--- config.mk ---
export PLATFORM = sky130hd
export DESIGN_NAME = instr_fetch_unit
export DESIGN_NICKNAME = d
export VERILOG_FILES = /design/src/rtl/instr_fetch_unit.sv
export SDC_FILE = /design/constraint.sdc
export NUM_CORES = 1
export LEC_CHECK = 0
export ABC_AREA = 1
export ABC_CLOCK_PERIOD_IN_PS = 1400
export BUFFER_PORTS_ARGS = -buffer_cell sky130_fd_sc_hd__clkbuf_2
export CAP_MARGIN = 20
export CORE_UTILIZATION = 35
export DETAILED_ROUTE_END_ITERATION = 12
export GPL_ROUTABILITY_DRIVEN = 0
export PLACE_DENSITY = 0.65
export SLEW_MARGIN = 20
export SYNTH_ARGS = -nofsm -noshare
export SYNTH_HDL_FRONTEND = slang
export SYNTH_SLANG_ARGS = --single-unit
--- constraint.sdc ---
create_clock -name clk -period 1.4 [get_ports clk]
set_clock_uncertainty 0.15 [all_clocks]
set_input_delay 0.21 -clock clk [delete_from_list [all_inputs] [get_ports clk]]
set_output_delay 0.21 -clock clk [all_outputs]
set_load 0.05 [all_outputs]
--- src/rtl/instr_fetch_unit.sv ---
// Instruction fetch sequencer: FETCH -> WAIT -> DECODE -> EXECUTE, one execute strobe per word.
// Optional WAIT timeout with a sticky fault flag is enabled by defining FETCH_TIMEOUT_EN.
module instr_fetch_unit #(
  parameter logic [31:0] RESET_PC       = 32'h0000_0000,
  parameter int unsigned TIMEOUT_CYCLES = 255
) (
  input  logic        clk,
  input  logic        resetn,
  output logic [31:0] mem_addr,
  output logic        mem_rstrb,
  input  logic [31:0] mem_rdata,
  input  logic        mem_rbusy,
  input  logic        stall,
  input  logic        redirect,
  input  logic [31:0] redirect_pc,
  output logic [31:0] pc,
  output logic [31:0] instruction,
  output logic        execute,
  output logic        fetch_fault
);

  localparam logic [31:0] NOP_INSTR = 32'h0000_0013;

  typedef enum logic [1:0] {
    S_FETCH   = 2'd0,
    S_WAIT    = 2'd1,
    S_DECODE  = 2'd2,
    S_EXECUTE = 2'd3
  } state_t;

  state_t      state_q, state_d;
  logic [31:0] pc_q, pc_d;
  logic [31:0] instr_q, instr_d;
  logic        timeout_hit;

`ifdef FETCH_TIMEOUT_EN
  logic [31:0] tmo_q, tmo_d;
  logic        fault_q, fault_d;

  // Counts busy WAIT cycles; the last allowed busy cycle converts the fetch into a NOP.
  assign timeout_hit = (state_q == S_WAIT) && mem_rbusy && (tmo_q == TIMEOUT_CYCLES - 32'd1);

  always_comb begin
    tmo_d   = tmo_q;
    fault_d = fault_q;
    if (state_q == S_FETCH) begin
      tmo_d = '0;
    end else if ((state_q == S_WAIT) && mem_rbusy) begin
      tmo_d = tmo_q + 32'd1;
    end
    if (timeout_hit) begin
      fault_d = 1'b1;
    end
  end

  always_ff @(posedge clk) begin
    if (!resetn) begin
      tmo_q   <= '0;
      fault_q <= 1'b0;
    end else begin
      tmo_q   <= tmo_d;
      fault_q <= fault_d;
    end
  end

  assign fetch_fault = fault_q;
`else
  assign timeout_hit = 1'b0;
  assign fetch_fault = 1'b0;
`endif

  always_ff @(posedge clk) begin
    if (!resetn) begin
      state_q <= S_FETCH;
      pc_q    <= RESET_PC;
      instr_q <= NOP_INSTR;
    end else begin
      state_q <= state_d;
      pc_q    <= pc_d;
      instr_q <= instr_d;
    end
  end

  always_comb begin
    state_d = state_q;
    case (state_q)
      S_FETCH:   state_d = S_WAIT;
      S_WAIT:    if (!mem_rbusy || timeout_hit) state_d = S_DECODE;
      S_DECODE:  if (!stall) state_d = S_EXECUTE;
      S_EXECUTE: state_d = S_FETCH;
      default:   state_d = S_FETCH;
    endcase
  end

  // Masking keeps the redirect target word aligned regardless of its low bits.
  always_comb begin
    pc_d    = pc_q;
    instr_d = instr_q;
    if (state_q == S_WAIT) begin
      if (!mem_rbusy) begin
        instr_d = mem_rdata;
      end else if (timeout_hit) begin
        instr_d = NOP_INSTR;
      end
    end
    if (state_q == S_EXECUTE) begin
      pc_d = redirect ? (redirect_pc & 32'hFFFF_FFFC) : (pc_q + 32'd4);
    end
  end

  always_comb begin
    mem_rstrb   = resetn && (state_q == S_FETCH);
    execute     = (state_q == S_EXECUTE);
    mem_addr    = pc_q;
    pc          = pc_q;
    instruction = instr_q;
  end

endmodule

==> flow_summary.json, run 1 <==
{
  "dpl_cell_area_um2": 5050,
  "end_kind": "register",
  "rows": 37,
  "path_common_cell": "inv_4",
  "core_um2": 10400,
  "post-route-util": 0.682,
  "max_stage_delay_ps": 340,
  "grt_max_degree": 33,
  "cp_top_family": "buffers and inverters",
  "synth_compound_area_frac": 0.143,
  "firstDrtPassIters": 5,
  "detail-route-antenna-nets": 0,
  "irDropWorstVdd_uv": 983,
  "fin_cells": 953,
  "clkLatencyLatePin_ps": 360,
  "drt_iter0_drc": 204,
  "finalNetCount": 886,
  "static-leakage-power_nw": 3.18,
  "wl_per_cell_um": 14.9,
  "finalPower_w": 0.00915,
  "crit_required_ps": 1510,
  "synthTopCellsByArea": "dfxtp_1 (34%), nand2_1 (12%), nor2_1 (12%)",
  "finalCritPeriodShare": 1.14,
  "cp-startpoint": "state_q[1]",
  "htreeDepth": 3,
  "r2r-start": "state_q[1]",
  "die-area_um2": 11200,
  "status": "finished, violations left",
  "io_pins": 168,
  "yosysWarnings": 0,
  "overflow": 0,
  "seq_area_frac_synth": 0.339,
  "netlist.top_cell.by_area": "dfxtp_1",
  "path_cells": "inv_2 -> buf_6 -> ha_4 -> inv_4 -> nor2_4 -> inv_4 -> buf_12 -> nor2_2 -> nor2_1",
  "hp-start": "redirect_pc[11]",
  "synth_fa_ha_area_frac": 0.0165,
  "critPathArrivalTime_ps": 1700,
  "stdcell_area_um2": 7100,
  "clk_pin_slew_ps": 80,
  "drc": 0,
  "clk_path_buf_depth": 2,
  "placedCellCount": 878,
  "cp.buffers_inverters": 5,
  "ys_types": 31,
  "n_antenna_cell": 0,
  "initial_core_util": 0.363,
  "numCtsBuffers": 9,
  "synth_top_family_by_area": "simple AND/OR/NAND/NOR gates",
  "cp_slowest_cell": "dfxtp_2",
  "vias": 4608,
  "use_met2": 0.447,
  "dp_hpwl_um": 8650,
  "grtUsageTotal": 0.248,
  "max_freq_mhz": 627,
  "cts_tree": "built",
  "wirelength_um": 14200,
  "finalHoldViolations": 0,
  "crit_type": "reg -> reg",
  "cts_sinks": 64,
  "final_common_cell": "nand2_1",
  "grt_busiest_layer": "met2",
  "synthToLayoutAreaGrowth_pct": 87.8,
  "rsz0062_at_grt": "yes",
  "global_route.usage.met1": 0.286,
  "violations": "negative setup slack",
  "io_buffers": 160,
  "routed_via_density": 4.84,
  "worstHoldPathType": "in -> reg",
  "drive_gt1_frac": 0.491,
  "synth_top_area_frac": 0.339,
  "avgSynthCellArea_um2": 6.57,
  "synth_simple_gate_area_frac": 0.366,
  "antenna_found_initial": 0,
  "worstSetupStartpointType": "register",
  "layout_setup_ws_ps": -195,
  "grt_pass1_wl_um": 21900,
  "synth_mux_area_frac": 0,
  "synth_area_um2": 3780,
  "setup_viol": 66,
  "slew_violations": 0,
  "synth_xor_area_frac": 0,
  "power_density_nw_per_um2": 1290,
  "grt_pass1_vias": 4542,
  "synth_cells": 576,
  "cts_root_buffer": "clkbuf_8",
  "fp.dieW_um": 106,
  "use_met3": 0.0576,
  "fp.dieH_um": 106,
  "ys_ff_latch": 64,
  "finalCriticalPeriod_ps": 1590,
  "layout_common_cells": "nand2_1 (108), clkbuf_2 (96), nor2_1 (93), buf_4 (45), dlygate4sd3_1 (40)",
  "critPathMaxFanout": 8,
  "cap_viol_max_count": 0
}
## state kept, by name, summed over array words and instances, names as in the netlist
signal and cells:
instruction 32, state_q 2, mem_addr 30
## through the flow
step / setup slack [ps] / setup TNS, ps / hold WS, ps
3_3_place_gp: -85.0 / -942 / 276
4_1_cts: -140 / -3370 / 4.16
6_report: -195 / -6860 / 0.876
2_1_floorplan: -201 / -2540 / 186
5_1_grt: -270 / -11610 / 16.2
3_5_place_dp: -120 / -3580 / 283
## Yosys cell counts
library cell	count
a211oi_1	4
o21ai_1	1
o211ai_1	1
nand3_1	31
a21oi_2	8
o31ai_1	1
buf_4	35
conb_1	1
nor2_4	6
nand2_4	3
clkbuf_1	16
and2_1	1
o21ai_0	45
nand2_2	5
inv_1	34
or2_2	1
nor2_1	122
buf_2	8
clkbuf_2	1
nand3_2	3
ha_1	5
nor2_2	10
or2_1	1
inv_2	3
dfxtp_1	64
o21a_1	1
o22ai_1	3
clkinv_1	1
a21oi_1	34
nor2_8	3
nand2_1	124
## per-layer routing
layer / vias up / wire (um)
met1: 2125 / 5690
met5: - / 0
met3: 28 / 869
li1: 2268 / -
met4: 0 / 312
met2: 187 / 7310
## worst register-to-register path: cells and delay by family (launching register included)
kind,cells,cell delay [ps]
buffers and inverters,5,510
AND/OR/NAND/NOR,3,370
flip-flops,1,340
adder cells (fa/ha/maj),1,130
## path summary, 6_finish.rpt
path | slack, ps | end | cells past startpoint
worst min-delay path | 0.9 | mem_addr[11] | 3
worst min register to register | 320 | instruction[1] | 2
worst max-delay path | -190 | instruction[6] | 9
worst max register to register | -190 | instruction[6] | 9
## final cells by class
class	count	area [um^2]
Inverter	38	150
Clock inverter	5	36.3
Multi-Input combinational cell	418	2330
Timing Repair Buffer	281	2870
Sequential cell	64	1380
Fill cell	743	3310
Clock buffer	11	163
Tap cell	136	170
## power by group
group          internal, W  total (W)  switching [W]
Combinational      0.00202    0.00504        0.00302
Sequential         0.00219    0.00247       0.000283
Clock             0.000806    0.00164       0.000832
## repair_timing
| item | CTS | global route |
|---|---|---|
| gates cloned | 1 | 1 |
| endpoints found under the hold margin | 39 | 0 |
| resized for setup | 222 | 124 |
| setup buffers | 8 | 11 |
| hold buffers | 40 | 0 |
| setup endpoints to repair | 118 | 111 |
| pin swaps | 12 | 23 |
## cell families (layout without fill, tap and decap cells)
kind of cell               count (synthesis)  in the layout
DFF                                       64             64
adders and majority gates                  5              5
AOI/OAI and AO/OA                         98             98
other                                      1              5
buffers and inverters                     98            335
and+or+nand+nor                          310            310
Power figures use the tool's default switching activity.
==> run 2: changes to the inputs <==
Settings changed: BUFFER_PORTS_ARGS -buffer_cell sky130_fd_sc_hd__clkbuf_2 to -buffer_cell sky130_fd_sc_hd__buf_2.
==> run 2 against run 1 <==
Net effect: the flow still finishes with violations (negative setup slack); via count shrank 1.3%; global-route usage is 3.0 points lower; final area fell by 7.0%; fmax grew 2.0%; clock power is 9.8% lower; worst hold slack gained 11 ps; worst setup slack gained 32 ps; routed wire length down 4.2%; first-iteration DRC count down 12%; clock-buffer cell count shrank 1; critical path type unchanged; critical endpoint is now mem_addr[14].
==> flow_summary.json, run 2 (synthesis gave the netlist of run 1 again) <==
{
  "detail-route-antenna-nets": 0,
  "slew_violations": 0,
  "overflow": 0,
  "cp_slowest_cell": "dfxtp_4",
  "wirelength_um": 13600,
  "clkLatencyLatePin_ps": 340,
  "crit_type": "reg -> reg",
  "numCtsBuffers": 9,
  "drc": 0,
  "nFillCells": 834,
  "grt_pass1_wl_um": 19600,
  "worstHoldPathType": "in -> reg",
  "initial_core_util": 0.363,
  "static-leakage-power_nw": 2.98,
  "power_density_nw_per_um2": 1320,
  "fp.dieH_um": 106,
  "rsz0062_at_grt": "yes",
  "cts_sinks": 64,
  "die-area_um2": 11200,
  "setup_viol": 56,
  "n_antenna_cell": 0,
  "vias": 4546,
  "path_cells": "ha_4 -> nand2_4 -> nor2_8 -> nand2_4 -> nor2_4 -> buf_4 -> o21a_1 -> o21ai_0 -> nor2_1",
  "path_common_cell": "nand2_4",
  "wl_met2_um": 6960,
  "wl_per_cell_um": 14.5,
  "finalCritPeriodShare": 1.12,
  "core_um2": 10400,
  "grt_pass1_vias": 4273,
  "cts_tree": "built",
  "finalHoldViolations": 0,
  "regToRegEndpoint": "mem_addr[14]",
  "finalCriticalPeriod_ps": 1560,
  "crit_required_ps": 1480,
  "cap_viol_max_count": 0,
  "reg2reg_depth": 9,
  "r2r-start": "mem_addr[2]",
  "layout_setup_ws_ps": -163,
  "dr.max_layer_used": "met4",
  "firstDrtPassIters": 4,
  "finalNetCount": 871,
  "routed_via_density": 4.85,
  "worstSetupStartpointType": "register",
  "synthToLayoutAreaGrowth_pct": 74.7,
  "grt_max_degree": 33,
  "critPathArrivalTime_ps": 1640,
  "rows": 37,
  "final_common_cell": "nand2_1",
  "met3WireLength_um": 809,
  "critPathMaxFanout": 3,
  "fp.dieW_um": 106,
  "cts_root_buffer": "clkbuf_8",
  "wl_met1_um": 5370,
  "dp_hpwl_um": 8590,
  "antenna_found_initial": 0,
  "drive_gt1_frac": 0.531,
  "max_freq_mhz": 640,
  "clk_pin_slew_ps": 80,
  "grtUsageTotal": 0.218,
  "largest_register_ffs": 32,
  "clk_path_buf_depth": 2,
  "finalPower_w": 0.00872,
  "post-route-util": 0.634,
  "drt_iter0_drc": 180,
  "crit_end": "mem_addr[14]",
  "irDropWorstVdd_uv": 1010,
  "htreeDepth": 3,
  "end_kind": "register",
  "max_stage_delay_ps": 360,
  "io_buffers": 160,
  "r2r_setup_slack_ps": -160,
  "hold_slack_ps": 12.0,
  "status": "finished, violations left",
  "violations": "negative setup slack",
  "io_pins": 168,
  "cp-startpoint": "mem_addr[2]",
  "layout_common_cells": "nand2_1 (103), buf_2 (98), nor2_1 (76), buf_4 (64), buf_6 (45)"
}
## run 2: worst min-delay path by stage
stage                         startpoint              to  slack (ps)  depth (start not counted)
after CTS                         resetn      state_q[0]         0.4                          3
after detailed placement    mem_rdata[0]  instruction[0]         280                          3
after global placement      mem_rdata[4]  instruction[4]         280                          3
after global routing      redirect_pc[9]     mem_addr[9]          20                          3
final                             resetn      state_q[0]          10                          3
after floorplan             mem_rdata[0]  instruction[0]         190                          2
## run 2: critical path, delay by kind of cell (launching register included)
family	cells	cell delay [ps]
DFF	1	360
and+or+nand+nor	5	340
AOI/OAI and AO/OA	2	290
adders and majority gates	1	160
buffers and inverters	1	140
## run 2: timing repair
action                                  4_1_cts  5_1_grt
gates cloned                                  0        3
endpoints found under the setup margin      116       96
resized for setup                           137      157
pin swaps                                    20       41
buffers inserted                              6        9
endpoints found under the hold margin        32        0
hold buffers                                 32        0
## run 2: cell type report
type,count,area (um^2),area share
flip-flops and latches,64,1380,0.209
inverters,38,158,0.0239
clock buffers,10,138,0.0208
clock inverters,6,41.3,0.00625
well taps,136,170,0.0258
multi-input cells,418,2470,0.374
repair buffers,266,2250,0.340
## run 2: per-stage QoR
stage	area (um^2)	setup slack, ps	TNS (ps)	std cells
after floorplan	3950	-201	-2540	580
after global placement	5020	-110	-998	874
after detailed placement	5020	-120	-3190	874
after CTS	5930	-118	-2510	928
after global routing	6610	-254	-8600	938
final	6610	-163	-4440	938
## run 2: routing by layer
metal / track usage / vias to the layer above
met2: 0.386 / 178
met4: 0.0833 / 0
met3: 0.0521 / 33
met5: 0 / -
met1: 0.252 / 2101
li1: - / 2234
## run 2: power by group
group / leakage (nW) / switching (W) / total (W) / internal [W]
Combinational: 2.34 / 0.00303 / 0.00477 / 0.00173
Sequential: 0.543 / 0.000278 / 0.00247 / 0.00219
Clock: 0.0930 / 0.000786 / 0.00148 / 0.000695
Total: 2.98 / 0.00410 / 0.00872 / 0.00462
